==> src/rtl/laser_spot_tracker.sv <==
// Per-frame laser spot finder: scores each pixel as the selected channel minus the other two.
// Reports either the first qualifying horizontal run or the longest one at every frame end.
module laser_spot_tracker #(
  parameter int COORD_W = 16,
  parameter int PIXEL_W = 24
) (
  input  logic                   clk,
  input  logic                   reset_n,
  input  logic                   en,
  input  logic                   sof,
  input  logic                   eol,
  input  logic                   eof,
  input  logic [PIXEL_W-1:0]     data,
  input  logic [COORD_W-1:0]     x,
  input  logic [COORD_W-1:0]     y,
  input  logic [7:0]             threshold,
  input  logic [1:0]             chan_sel,
  input  logic                   mode,
  input  logic [COORD_W-1:0]     min_run,
  output logic [2*COORD_W-1:0]   spot_xy,
  output logic [COORD_W-1:0]     spot_len,
  output logic                   spot_found,
  output logic                   result_valid,
  output logic                   busy,
  output logic [PIXEL_W-1:0]     debug
);
  localparam int CW = PIXEL_W / 3;
  localparam int DW = (CW + 1 > 9) ? CW + 1 : 9;

  typedef enum logic [1:0] {S_IDLE, S_SCAN, S_LOCKED} state_t;

  state_t               r_state;
  logic                 r_frame_mode;
  logic [COORD_W-1:0]   r_run_len, r_run_xs, r_run_y;
  logic                 r_cand_valid;
  logic [COORD_W-1:0]   r_cand_len, r_cand_x, r_cand_y;
  logic [2*COORD_W-1:0] r_spot_xy;
  logic [COORD_W-1:0]   r_spot_len;
  logic                 r_spot_found, r_result_valid;

  logic [CW-1:0] w_ch_r, w_ch_g, w_ch_b, w_sel, w_oth_a, w_oth_b;
  logic [CW:0]   w_sum, w_diff;
  logic          w_hit;

  assign w_ch_g = data[CW-1:0];
  assign w_ch_b = data[2*CW-1:CW];
  assign w_ch_r = data[3*CW-1:2*CW];

  always_comb begin
    w_sel   = w_ch_r;
    w_oth_a = w_ch_g;
    w_oth_b = w_ch_b;
    case (chan_sel)
      2'd1:    begin w_sel = w_ch_g; w_oth_a = w_ch_r; w_oth_b = w_ch_b; end
      2'd2:    begin w_sel = w_ch_b; w_oth_a = w_ch_r; w_oth_b = w_ch_g; end
      default: begin w_sel = w_ch_r; w_oth_a = w_ch_g; w_oth_b = w_ch_b; end
    endcase
  end

  assign w_sum  = {1'b0, w_oth_a} + {1'b0, w_oth_b};
  assign w_diff = ({1'b0, w_sel} > w_sum) ? ({1'b0, w_sel} - w_sum) : '0;
  assign w_hit  = DW'(w_diff) > DW'(threshold);
  assign debug  = PIXEL_W'(w_diff);

  // A sof pixel starts a fresh frame, so it sees cleared run/candidate state.
  logic               w_active, w_in_frame, w_mode, w_close, w_qual, w_take;
  logic [COORD_W-1:0] w_len_cur, w_xs_cur, w_y_cur;
  logic [COORD_W-1:0] w_len_upd, w_xs_upd, w_y_upd, w_min, w_center;
  logic               w_cv_cur, w_cv_next;
  logic [COORD_W-1:0] w_cl_cur, w_cx_cur, w_cy_cur, w_cl_next, w_cx_next, w_cy_next;

  assign w_active   = sof || (r_state == S_SCAN);
  assign w_in_frame = sof || (r_state != S_IDLE);
  assign w_mode     = sof ? mode : r_frame_mode;
  assign w_len_cur  = sof ? '0 : r_run_len;
  assign w_xs_cur   = sof ? '0 : r_run_xs;
  assign w_y_cur    = sof ? '0 : r_run_y;
  assign w_cv_cur   = sof ? 1'b0 : r_cand_valid;
  assign w_cl_cur   = sof ? '0 : r_cand_len;
  assign w_cx_cur   = sof ? '0 : r_cand_x;
  assign w_cy_cur   = sof ? '0 : r_cand_y;

  always_comb begin
    w_len_upd = w_len_cur;
    w_xs_upd  = w_xs_cur;
    w_y_upd   = w_y_cur;
    if (w_hit) begin
      if (w_len_cur == '0) begin
        w_len_upd = COORD_W'(1);
        w_xs_upd  = x;
        w_y_upd   = y;
      end else if (w_len_cur != '1) begin
        w_len_upd = w_len_cur + COORD_W'(1);
      end
    end
  end

  // A miss closes the run without itself; a line end closes it including itself.
  assign w_close  = !w_hit || eol || eof;
  assign w_min    = (min_run == '0) ? COORD_W'(1) : min_run;
  assign w_qual   = w_active && w_close && (w_len_upd >= w_min);
  assign w_center = w_xs_upd + ((w_len_upd - COORD_W'(1)) >> 1);
  assign w_take   = w_qual && (!w_mode || !w_cv_cur || (w_len_upd > w_cl_cur));

  assign w_cv_next = w_take ? 1'b1      : w_cv_cur;
  assign w_cl_next = w_take ? w_len_upd : w_cl_cur;
  assign w_cx_next = w_take ? w_center  : w_cx_cur;
  assign w_cy_next = w_take ? w_y_upd   : w_cy_cur;

  always_ff @(posedge clk) begin
    if (!reset_n) begin
      r_state        <= S_IDLE;
      r_frame_mode   <= 1'b0;
      r_run_len      <= '0;
      r_run_xs       <= '0;
      r_run_y        <= '0;
      r_cand_valid   <= 1'b0;
      r_cand_len     <= '0;
      r_cand_x       <= '0;
      r_cand_y       <= '0;
      r_spot_xy      <= '0;
      r_spot_len     <= '0;
      r_spot_found   <= 1'b0;
      r_result_valid <= 1'b0;
    end else begin
      r_result_valid <= 1'b0;
      if (en && w_in_frame) begin
        r_frame_mode <= w_mode;
        r_cand_valid <= w_cv_next;
        r_cand_len   <= w_cl_next;
        r_cand_x     <= w_cx_next;
        r_cand_y     <= w_cy_next;
        if (w_active) begin
          r_run_len <= w_close ? '0 : w_len_upd;
          r_run_xs  <= w_xs_upd;
          r_run_y   <= w_y_upd;
        end
        if (eof) begin
          r_state        <= S_IDLE;
          r_result_valid <= 1'b1;
          r_spot_found   <= w_cv_next;
          if (w_cv_next) begin
            r_spot_xy  <= {w_cx_next, w_cy_next};
            r_spot_len <= w_cl_next;
          end
        end else if (w_take && !w_mode) begin
          r_state <= S_LOCKED;
        end else if (sof) begin
          r_state <= S_SCAN;
        end
      end
    end
  end

  assign spot_xy      = r_spot_xy;
  assign spot_len     = r_spot_len;
  assign spot_found   = r_spot_found;
  assign result_valid = r_result_valid;
  assign busy         = (r_state != S_IDLE);
endmodule
==> config.mk <==
export PLATFORM = sky130hd
export DESIGN_NAME = laser_spot_tracker
export DESIGN_NICKNAME = d
export VERILOG_FILES = /design/src/rtl/laser_spot_tracker.sv
export SDC_FILE = /design/constraint.sdc
export NUM_CORES = 1
export LEC_CHECK = 0
export ABC_CLOCK_PERIOD_IN_PS = 34300
export CORE_MARGIN = 2
export CORE_UTILIZATION = 34
export CTS_CLUSTER_SIZE = 8
export DETAILED_ROUTE_END_ITERATION = 12
export GPL_TIMING_DRIVEN = 0
export MAX_ROUTING_LAYER = met4
export SYNTH_ARGS = -nofsm -noshare
export SYNTH_HDL_FRONTEND = slang
export SYNTH_SLANG_ARGS = --single-unit
==> constraint.sdc <==
create_clock -name clk -period 34.3 [get_ports clk]
set_input_delay 8.575 -clock clk [delete_from_list [all_inputs] [get_ports clk]]
set_output_delay 8.575 -clock clk [all_outputs]
set_load 0.03 [all_outputs]
==> impl_metrics.json <==
{
  "antenna_found_initial": 1,
  "status": "finished, final reports clean",
  "p_comb_frac": 0.467,
  "worst_pin_slew_ns": 1.36,
  "route.detailed.drc": 0,
  "ys_seq_elements": 150,
  "coreArea_mm2": 0.0294,
  "final_cells": 1840,
  "maxSlewHeadroom": 0.0885,
  "critPathMaxStageDelay_ns": 0.77,
  "ys_warn_count": 0,
  "fillers": 2985,
  "holdWs_ns": 0.457,
  "crit_type": "primary input to primary output",
  "postCtsSetupBuffers": 0,
  "synth_edf_count": 0,
  "clkSinkCount": 150,
  "grt_pass1_wl_mm": 52.7,
  "start_kind": "primary input",
  "p_leak_nw": 4.81,
  "cpMaxStageDelayCell": "clkdlybuf4s50_1",
  "post-route-period-util": 0.665,
  "clock_latency_ns": 0.43,
  "wl_mm": 34.0,
  "die_h_um": 176,
  "track_usage": 0.224,
  "p_seq_frac": 0.257,
  "die_area_mm2": 0.0310,
  "cts_buffer_depth": 2,
  "h-tree-depth": 4,
  "synthDistinctLibCells": 74,
  "path_max_fanout": 10,
  "grt_max_degree": 17,
  "finalSetupViolCount": 0,
  "fmax_mhz": 43.8,
  "port_buffers": 147,
  "wire_per_inst_um": 18.5,
  "dr.pass1.iters": 5,
  "p_switching_mw": 0.282,
  "cp_data_arrival_time_ns": 14.24,
  "clk_pin_slew_ns": 0.07,
  "grt_pass1_vias": 9541,
  "start_util": 0.343,
  "syn_area_mm2": 0.0101,
  "fin_worst_skew_ns": 0.0115,
  "fp.dieW_um": 176,
  "ys_seq_area_frac": 0.298,
  "ant_nets": 0,
  "path_delay_family": "buffers and inverters",
  "placement_rows": 63,
  "fin_nets": 1600,
  "cap_violations": 0,
  "async_flop_share": 0,
  "p_clk_frac": 0.277,
  "numCtsBuffers": 17,
  "placed_cell_area_mm2": 0.0121,
  "peakVddDrop_v": 0.0000336,
  "path_buf_inv": 5,
  "fin_crit_ns": 22.82,
  "gp_congestion": 0.947,
  "p_per_area_mw_per_mm2": 55.1,
  "dp_hpwl_mm": 25.9,
  "synth_cells": 1256,
  "clockRootBuffer": "clkbuf_16",
  "layout-drive-gt1-share": 0.0752,
  "synthFlopType": "dfxtp_1",
  "viasPerCell": 5.50,
  "crit_chain": "clkdlybuf4s50_1, inv_1, ha_1, clkbuf_1, clkbuf_1, mux2_2, ha_1, a21oi_1, o21bai_1, a21oi_1, o21bai_1, a21oi_1, xor2_1, ha_1, nand4_1, nor3_1, nor3_1, nand2_1, a211oi_1, clkdlybuf4s50_1",
  "p_sw_frac": 0.403,
  "rsz0062_at_grt": "false",
  "fin_setup_tns_ns": 0,
  "drt_iter0_drc": 884,
  "synth_area_per_cell_um2": 8.02,
  "finalHoldViolCount": 0,
  "fin_area_mm2": 0.0127,
  "ioPinCount": 164,
  "syn_to_final_growth_pct": 25.9,
  "vias": 10100,
  "worst_ep_required_time_ns": 25.72,
  "post_cts_resize_count": 0,
  "end_kind": "primary output",
  "p_int_mw": 0.417,
  "placed_cells": 1807,
  "postCtsHoldBufs": 0,
  "slew_viol_final": 0,
  "grt_remaining_overflow": 0,
  "min-delay-path-class": "flip-flop to flip-flop",
  "cts_tree": "yes"
}
## cells by family after synthesis
group | count (synthesis) | share of synthesized area
adders and majority gates | 76 | 0.0965
DFF | 150 | 0.298
AOI/OAI and AO/OA | 329 | 0.230
xor gates and xnor gates | 48 | 0.0417
other | 1 | 0.000372
muxes | 19 | 0.0209
buffers and inverters | 148 | 0.0672
and+or+nand+nor | 485 | 0.245
## synthesized netlist by cell type (all sizes together) (43+ instances only)
cell type / instances / share of area
dfxtp: 150 / 0.30
nand2: 144 / 0.054
nor2: 76 / 0.028
ha: 72 / 0.089
nand3: 72 / 0.036
o21ai: 64 / 0.032
clkbuf: 57 / 0.021
a21oi: 56 / 0.028
nand2b: 54 / 0.034
inv: 48 / 0.018
a22oi: 44 / 0.034
buf: 43 / 0.028
## worst paths after layout
path	startpoint	endpoint	slack, ns	depth (start not counted)
setup reg to reg	r_run_len[1]	spot_xy[15]	27.79	24
setup / recovery	chan_sel[0]	debug[3]	11.48	20
hold / removal	r_run_xs[11]	r_run_xs[11]	0.46	2
hold reg to reg	r_run_xs[11]	r_run_xs[11]	0.46	2
## final cells by class
class / count / area [um2] / area share
diodes: 1 / 2.50 / 0.000197
repair buffers: 147 / 1470 / 0.116
plain buffers: 100 / 497 / 0.0392
flip-flops and latches: 150 / 3000 / 0.237
clock inverters: 14 / 166 / 0.0131
clock buffers: 18 / 429 / 0.0338
inverters: 48 / 180 / 0.0142
multi-input cells: 972 / 6450 / 0.508
well taps: 390 / 488 / 0.0385
## per-layer routing
metal,global-route usage,vias to the layer above,part of all wire
li1,-,4925,-
met1,0.290,4793,0.45
met2,0.356,346,0.46
met3,0.0366,53,0.059
met4,0.0706,0,0.026
met5,-,-,0
## power groups by stage
| stage | registers [mW] | logic [mW] | clock network, mW |
|---|---|---|---|
| final | 0.179 | 0.326 | 0.193 |
| after global routing | 0.180 | 0.356 | 0.203 |
| after CTS | 0.179 | 0.323 | 0.195 |
| after detailed placement | 0.183 | 0.320 | 0 |
| after global placement | 0.183 | 0.318 | 0 |
| after floorplan | 0.183 | 0.230 | 0 |
## placed cells by master (no fill, tap or decap), types with 41 or more instances in the layout
master           instances
a21oi_1                 55
a22oi_1                 43
a31oi_1                 41
clkbuf_1                58
clkdlybuf4s50_1        147
dfxtp_1                150
ha_1                    72
inv_1                   48
nand2_1                144
nand2b_1                54
nand3_1                 71
nor2_1                  76
o21ai_0                 60
## through the flow
step / setup WS (ns) / total power, mW / util
after detailed placement: 11.47 / 0.504 / 0.411
after global routing: 11.00 / 0.738 / 0.431
final: 11.48 / 0.698 / 0.431
after CTS: 11.46 / 0.698 / 0.431
after floorplan: 13.05 / 0.413 / -
after global placement: 11.48 / 0.501 / 0.411
## flip-flops by register name, indices dropped and copies added (netlist names)
signal	cells
spot_found	1
spot_xy	32
r_cand_len	16
r_cand_x	16
spot_len	16
r_run_xs	16
result_valid	1
r_run_len	16
r_run_y	16
r_frame_mode	1
r_state	2
r_cand_valid	1
r_cand_y	16
## worst register-to-register path, cell delays in order (launching register included)
cell,delay [ns]
dfxtp_1,0.37
nor2b_1,0.28
ha_1,0.29
nand3b_1,0.12
nor3_2,0.41
nand2_1,0.20
and3_1,0.27
nand3b_1,0.23
nor2_1,0.09
xnor2_1,0.90
ha_1,0.40
a21o_1,0.16
a21o_1,0.16
a21o_1,0.20
a21o_1,0.18
a21oi_1,0.14
o21ai_0,0.14
or2_2,0.30
a31oi_1,0.20
a211oi_2,0.12
buf_2,0.23
a211oi_2,0.55
buf_2,0.35
a32oi_1,0.08
nand3_1,0.09
No activity file was read; power rests on OpenSTA's default activity.
